## src/rtl/quad_decoder_counter.sv

```systemverilog
// Quadrature encoder receiver: synchronise, glitch-filter and decode A/B
// phases into up/down steps that drive a wrapping position counter.
//
// Ports:
//   clk       system clock, all state on the rising edge
//   reset_n   asynchronous active-low reset
//   enc_a     raw phase A (asynchronous to clk)
//   enc_b     raw phase B (asynchronous to clk)
//   clear     synchronous count clear (wins over a coincident step)
//   count_en  1 = accumulate steps, 0 = hold count
//   err_clr   synchronous clear of the sticky error flag
//   count     position counter, wraps modulo 2^WIDTH
//   dir       direction of the last legal step (1 = up)
//   step      one-cycle pulse per legal step
//   err       sticky illegal (double-bit) transition flag
module quad_decoder_counter #(
    parameter int WIDTH = 4,
    parameter int FILT  = 2
) (
    input  logic             clk,
    input  logic             reset_n,
    input  logic             enc_a,
    input  logic             enc_b,
    input  logic             clear,
    input  logic             count_en,
    input  logic             err_clr,
    output logic [WIDTH-1:0] count,
    output logic             dir,
    output logic             step,
    output logic             err
);

    localparam int CW = $clog2(FILT + 1);

    localparam logic [0:0] ST_INIT  = 1'b0;
    localparam logic [0:0] ST_TRACK = 1'b1;

    logic [1:0]    sync1;
    logic [1:0]    sync2;
    logic [1:0]    vld;
    logic [1:0]    cand;
    logic [CW-1:0] flt_cnt;
    logic [1:0]    ab_q;
    logic [0:0]    state;

    logic          acc;
    logic          up_t;
    logic          dn_t;
    logic          ill_t;

    logic          ev_up;
    logic          ev_dn;
    logic          ev_ill;

    // Synchroniser plus stability filter.  vld holds the filter off until
    // the synchroniser has flushed its reset value, so the reset zeros are
    // never mistaken for an encoder phase while priming.
    always_ff @(posedge clk or negedge reset_n) begin
        if (!reset_n) begin
            sync1   <= 2'b00;
            sync2   <= 2'b00;
            vld     <= 2'b00;
            cand    <= 2'b00;
            flt_cnt <= '0;
        end else begin
            sync1 <= {enc_a, enc_b};
            sync2 <= sync1;
            vld   <= {vld[0], 1'b1};
            if (vld[1]) begin
                if (sync2 != cand) begin
                    cand    <= sync2;
                    flt_cnt <= CW'(1);
                end else if (flt_cnt != CW'(FILT)) begin
                    flt_cnt <= flt_cnt + CW'(1);
                end
            end
        end
    end

    // In INIT the first stable value is taken as-is; in TRACK only a
    // stable value that differs from the accepted phase counts.
    always_comb begin
        acc = (flt_cnt == CW'(FILT)) &&
              ((state == ST_INIT) || (cand != ab_q));
    end

    always_comb begin
        up_t  = 1'b0;
        dn_t  = 1'b0;
        ill_t = 1'b0;
        case ({ab_q, cand})
            4'b0001, 4'b0111, 4'b1110, 4'b1000: up_t  = 1'b1;
            4'b0010, 4'b1011, 4'b1101, 4'b0100: dn_t  = 1'b1;
            4'b0011, 4'b1100, 4'b0110, 4'b1001: ill_t = 1'b1;
            default: ;
        endcase
    end

    // Acceptance stage: latch the new phase and classify the transition.
    always_ff @(posedge clk or negedge reset_n) begin
        if (!reset_n) begin
            ab_q   <= 2'b00;
            state  <= ST_INIT;
            ev_up  <= 1'b0;
            ev_dn  <= 1'b0;
            ev_ill <= 1'b0;
        end else begin
            ev_up  <= acc && (state == ST_TRACK) && up_t;
            ev_dn  <= acc && (state == ST_TRACK) && dn_t;
            ev_ill <= acc && (state == ST_TRACK) && ill_t;
            if (acc) begin
                ab_q  <= cand;
                state <= ST_TRACK;
            end
        end
    end

    // Output stage: step/dir always follow events, count obeys clear
    // then count_en, err set beats err_clr.
    always_ff @(posedge clk or negedge reset_n) begin
        if (!reset_n) begin
            count <= '0;
            dir   <= 1'b0;
            step  <= 1'b0;
            err   <= 1'b0;
        end else begin
            step <= ev_up | ev_dn;
            if (ev_up) begin
                dir <= 1'b1;
            end else if (ev_dn) begin
                dir <= 1'b0;
            end
            if (clear) begin
                count <= '0;
            end else if (count_en && ev_up) begin
                count <= count + WIDTH'(1);
            end else if (count_en && ev_dn) begin
                count <= count - WIDTH'(1);
            end
            if (ev_ill) begin
                err <= 1'b1;
            end else if (err_clr) begin
                err <= 1'b0;
            end
        end
    end

endmodule
```

## config.mk

```make
export PLATFORM = sky130hd
export DESIGN_NAME = quad_decoder_counter
export DESIGN_NICKNAME = d
export VERILOG_FILES = /design/src/rtl/quad_decoder_counter.sv
export SDC_FILE = /design/constraint.sdc
export NUM_CORES = 1
export LEC_CHECK = 0
export BUFFER_PORTS_ARGS = -buffer_cell sky130_fd_sc_hd__buf_2
export CORE_MARGIN = 5
export CORE_UTILIZATION = 48
export CTS_CLUSTER_DIAMETER = 40
export DETAILED_ROUTE_END_ITERATION = 10
export GPL_TIMING_DRIVEN = 0
export HOLD_SLACK_MARGIN = 0.03
export PLACE_DENSITY = 0.81
export SLEW_MARGIN = 5
export SYNTH_ARGS = -nofsm -noshare
export SYNTH_HDL_FRONTEND = slang
export SYNTH_SLANG_ARGS = --single-unit
```

## constraint.sdc

```tcl
create_clock -name clk -period 1.5 [get_ports clk]
set_input_delay 0.3 -clock clk [delete_from_list [all_inputs] [get_ports clk]]
set_output_delay 0.3 -clock clk [all_outputs]
set_load 0.01 [all_outputs]
```

==> results.toml, run 1 <==
[outcome]
status = "complete, but fails checks"
violations = "setup timing"

[worst_setup_path]
worstPathMaxFanout = 4
reg2reg_slack_ns = -0.20
endpoint_kind = "register"
crit_path_start_kind = "register"
slowest_delay_ns = 0.42
cp.required_ns = 1.70
timing.rr.end = "count[3]"
crit_type = "register to register"
crit_chain = "nand2_2, ha_4, a21o_1, a21oi_2, mux2i_1, mux2_1"
critPathBufInv = 0
cp_slowest_cell = "dfrtp_1"
cp_top_family = "multiplexers"
rr_worst_depth = 6
r2r_start = "ev_up"
cp.arrival_ns = 1.90

[detailed_routing]
final_antenna_net_count = 0
drtPass1Iterations = 2
vias = 604
drc = 0
wire_per_inst_um = 11.0
drt_iter0_markers = 3
routed_via_density = 4.79
routed_wl_um = 1380

[power]
p_per_area_nw_per_um2 = 1230
total_power_mw = 1.39
leakagePower_nw = 0.574
peakVddDrop_mv = 0.845

[global_routing]
grt_max_degree = 24
grt_usage = 0.124
grt_pass1_wl_um = 2530
grt_pass1_vias = 635
antenna_found_initial = 0
gr-total-overflow = 0

[sta]
rsz0062_at_grt = "true"
final-hold-violation-count = 0
min_period_over_period = 1.14
clock.fmax_mhz = 587
drv_slew = 0
finalWorstSetupSlack_ns = -0.203
finClkSkew_ns = 0.00497
layout_min_cycle_time_ns = 1.70
setup_violations = 3

[logic_synthesis]
ys_seq_area_frac = 0.607
synth_cell_types = 24
synth-seq-cells = 23
synth_cells = 77
postSynthAreaPerCell_um2 = 12.3
synth_ff_type = "dfrtp_1"
synth_nets = 88
synth_edf_count = 0
async_flop_share = 1.00
syn-cell-area_um2 = 948
yosys_warnings = 0

[clocking]
cts_max_level = 1
clkTransAtPathRegs_ns = 0.11
cts-buffers-inserted = 3
cts_tree = "yes"
insertion_delay_ns = 0.31
clockBufferDepth = 2
clock_sinks = 23
clockRootBuffer = "clkbuf_4"

[floorplan]
ios = 14
initial_utilization = 0.493
die_h_um = 54.5
die_width_um = 54.5
dieArea_um2 = 2960
core_area_um2 = 1920
rows = 16

[layout]
n_fill_cell = 165
final_cell_mix = "dfrtp_1 (23), buf_2 (13), nor2_1 (7)"
syn_to_final_growth_pct = 19.3
drive_above_1_share = 0.303
antennaDiodeCount = 0
design.final.nets = 111
final_area_um2 = 1130
final_common_cell = "dfrtp_1"

[min_path]
hold_path_depth = 1
hold_path_class = "input port to register"
whs_endpoint = "sync1[1]"
hp-start = "enc_a"

[placed_design]
gp_congestion = 0.669
numPortBuffers = 13
hpwl_um = 1040
place_area_um2 = 1060

[job]
max-cap-violations = 0
state kept, by name, summed over array words and instances (netlist names), 2 cells and up:
| register | cells |
|---|---|
| cand | 2 |
| count | 4 |
| flt_cnt | 2 |
| vld | 2 |
| ab_q | 2 |
| sync2 | 2 |
| sync1 | 2 |
kinds of logic (layout without fill, tap and decap cells):
| kind of cell | count (synthesis) | after routing | share of synthesized area |
|---|---|---|---|
| other cells | 1 | 1 | 0.00395 |
| simple gates | 20 | 20 | 0.0976 |
| flops | 23 | 23 | 0.607 |
| buf+inv | 6 | 28 | 0.0237 |
| mux | 6 | 6 | 0.0699 |
| xor+xnor | 8 | 8 | 0.0739 |
| compound gates | 9 | 9 | 0.0633 |
| fa+ha+maj | 4 | 4 | 0.0607 |
worst max path at each step:
stage	from	to	slack (ns)	cells after the start
finish	ev_up	count[3]	-0.20	6
global route	ev_up	count[3]	-0.30	6
detailed placement	count_en	count[3]	-0.24	7
global placement	count_en	count[3]	-0.19	7
CTS	ev_up	count[3]	-0.23	6
floorplan	ev_up	count[3]	-0.11	6
cell type report:
cell class,count,area (um^2),share of cell area
clock buffers,4,26.3,0.0232
inverters,6,22.5,0.0199
multi-input cells,48,368,0.325
flip-flops and latches,23,576,0.509
well taps,27,33.8,0.0299
repair buffers,18,105,0.0929
per-stage QoR:
step           TNS (ns)  worst slack, ns  instances   util  hold WS (ns)
6_report         -0.218           -0.203        126  0.589        0.0947
3_5_place_dp     -0.252           -0.244        117  0.553         0.293
2_1_floorplan    -0.110           -0.110         77      -       0.00441
3_3_place_gp     -0.195           -0.195        117  0.553         0.288
4_1_cts          -0.231           -0.231        124  0.579        0.0793
5_1_grt          -0.465           -0.298        126  0.589        0.0731
Yosys cell counts (2+ instances only):
cell,count,share of area
dfrtp_1,23,0.61
inv_1,6,0.024
a21oi_1,2,0.011
mux2_2,4,0.047
nor2_1,7,0.028
ha_1,3,0.040
xor2_1,2,0.018
nand3_1,2,0.011
nand2_1,5,0.020
xnor2_1,6,0.055
nor3_1,2,0.011
a21o_1,3,0.024
timing repair:
action / 4_1_cts / 5_1_grt
setup endpoints to repair: 2 / 2
gates resized for setup: 0 / 2
endpoints found under the hold margin: 23 / 0
hold buffers: 1 / 0
pin swaps: 1 / 3
buffers inserted: 2 / 2
gates cloned: 0 / 0
where the power goes:
| part | internal, mW | switching [mW] | leakage (nW) | total, mW |
|---|---|---|---|---|
| registers | 0.722 | 0.0772 | 0.290 | 0.799 |
| logic | 0.175 | 0.144 | 0.269 | 0.318 |
| clock network | 0.104 | 0.165 | 0.0150 | 0.269 |
| total | 1.00 | 0.386 | 0.574 | 1.39 |
layer usage:
metal	routed length, um	part of all wire	track usage
met1	511	0.37	0.123
met2	733	0.53	0.227
met3	99	0.072	0.0327
met4	36	0.026	0.0747
met5	0	0	0
(Power assumes the default switching activity.)
==> inputs of run 2 (changes only) <==
==> constraint.sdc (replaced) <==
create_clock -name clk -period 1.5 [get_ports clk]
set_input_delay 0.45 -clock clk [delete_from_list [all_inputs] [get_ports clk]]
set_output_delay 0.45 -clock clk [all_outputs]
set_load 0.01 [all_outputs]
==> results.toml, run 2 (same netlist as run 1, synthesis figures left out) <==
[outcome]
status = "complete, but fails checks"
violations = "setup timing"

[detailed_routing]
routed_wl_um = 1300
final_antenna_net_count = 0
vias = 588
routed_via_density = 4.82
drt_iter0_markers = 4
drtPass1Iterations = 2
wire_per_inst_um = 10.7
drc = 0

[power]
p_comb_frac = 0.227
leakagePower_nw = 0.559
peakVddDrop_mv = 0.784
total_power_mw = 1.38
p_sw_frac = 0.280
p_per_area_nw_per_um2 = 1240
p_seq_frac = 0.578
clock_power_share = 0.195
p_int_uw = 996
switchingPower_uw = 388

[layout]
n_fill_cell = 175
final_area_um2 = 1110
final_cell_mix = "dfrtp_1 (22), buf_2 (13), nor2_1 (7)"
syn_to_final_growth_pct = 17.4
regMostFlops = "count"
drive_above_1_share = 0.284
antennaDiodeCount = 0
largest_reg_flops = 4
design.final.nets = 107
final_common_cell = "dfrtp_1"
layout.cells.non_filler = 122
utilization = 0.579

[placed_design]
gp_congestion = 0.669
numPortBuffers = 13
hpwl_um = 1050
place_area_um2 = 1080
dp.cells = 117

[clocking]
cts_tree = "yes"
clockRootBuffer = "clkbuf_4"
clkTransAtPathRegs_ns = 0.11
cts_max_level = 1
cts-buffers-inserted = 3
insertion_delay_ns = 0.30
clockBufferDepth = 2
clock_sinks = 23

[sta]
min_period_over_period = 1.11
finClkSkew_ns = 0.00200
setup_violations = 1
final-hold-violation-count = 0
clock.fmax_mhz = 603
drv_slew = 0
rsz0062_at_grt = "true"
hold_ws_ns = 0.0949
layout_min_cycle_time_ns = 1.66
finalWorstSetupSlack_ns = -0.159

[global_routing]
grt_max_degree = 24
grt_usage = 0.106
antenna_found_initial = 0
grt_pass1_wl_um = 2220
gr-total-overflow = 0
grt_pass1_vias = 550

[min_path]
hold_path_class = "input port to asynchronous set/reset pin"

[worst_setup_path]
reg2reg_slack_ns = -0.16
crit_path_start_kind = "register"
rr_worst_depth = 6
timing.rr.end = "count[3]"
endpoint_kind = "register"
r2r_start = "ev_up"
cp.required_ns = 1.69
worstPathMaxFanout = 5
cp.arrival_ns = 1.85
crit_type = "register to register"

[floorplan]
die_width_um = 54.5
die_h_um = 54.5
ios = 14
initial_utilization = 0.493
core_area_um2 = 1920
dieArea_um2 = 2960
rows = 16

[job]
max-cap-violations = 0
==> run 2: cell count changes in the layout (fill, tap and decap cells not counted) <==
cell / change
inv_1: +1
inv_2: -1
buf_4: -3
dfrtp_2: +1
nand2_8: +1
dlygate4sd3_1: -1
dfrtp_1: -1
nand2_2: -1
==> run 2: timing repair <==
| item | in CTS | in global routing |
|---|---|---|
| setup buffers | 1 | 0 |
| hold buffers | 0 | 0 |
| endpoints found under the setup margin | 1 | 2 |
| resized for setup | 0 | 1 |
| gates cloned | 0 | 0 |
==> run 2: critical path: stages (launching register included) <==
cell and delay (ns):
dfrtp_2 0.46, nand2_8 0.08, ha_4 0.19, a21o_1 0.16, a21oi_2 0.13, mux2i_1 0.21
mux2_1 0.33
==> run 2: routing by layer <==
| metal | track usage | up-vias | routed length, um |
|---|---|---|---|
| met4 | 0.0373 | 0 | 0 |
| met2 | 0.189 | 12 | 688 |
| met5 | 0 | - | 0 |
| li1 | - | 286 | - |
| met3 | 0.0327 | 0 | 83 |
| met1 | 0.118 | 290 | 532 |
==> run 2: cell type report <==
type	instances	area [um^2]	share of cell area
Tap cell	27	33.8	0.0303
Sequential cell	23	577	0.518
Timing Repair Buffer	14	72.6	0.0652
Inverter	6	22.5	0.0202
Multi-Input combinational cell	48	382	0.343
Clock buffer	4	26.3	0.0236
==> run 2: power groups by stage <==
stage	sequential, mW	combinational, mW	clock [mW]
4_1_cts	0.803	0.321	0.281
6_report	0.800	0.314	0.270
3_3_place_gp	0.810	0.303	0
5_1_grt	0.815	0.355	0.315
3_5_place_dp	0.816	0.317	0
2_1_floorplan	0.815	0.223	0
==> run 2: stage by stage <==
stage / setup WS [ns] / TNS, ns
2_1_floorplan: -0.112 / -0.112
3_3_place_gp: -0.324 / -0.450
3_5_place_dp: -0.346 / -0.514
4_1_cts: -0.176 / -0.176
5_1_grt: -0.243 / -0.262
6_report: -0.159 / -0.159
==> run 2: how the worst max path moves through the flow <==
stage          slack, ns      from  depth (start not counted)  endpoint
2_1_floorplan      -0.11  count_en                          6  count[3]
3_3_place_gp       -0.32  count_en                          7  count[3]
3_5_place_dp       -0.35  count_en                          7  count[3]
4_1_cts            -0.18     ev_up                          6  count[3]
5_1_grt            -0.24     ev_up                          6  count[3]
6_report           -0.16     ev_up                          6  count[3]
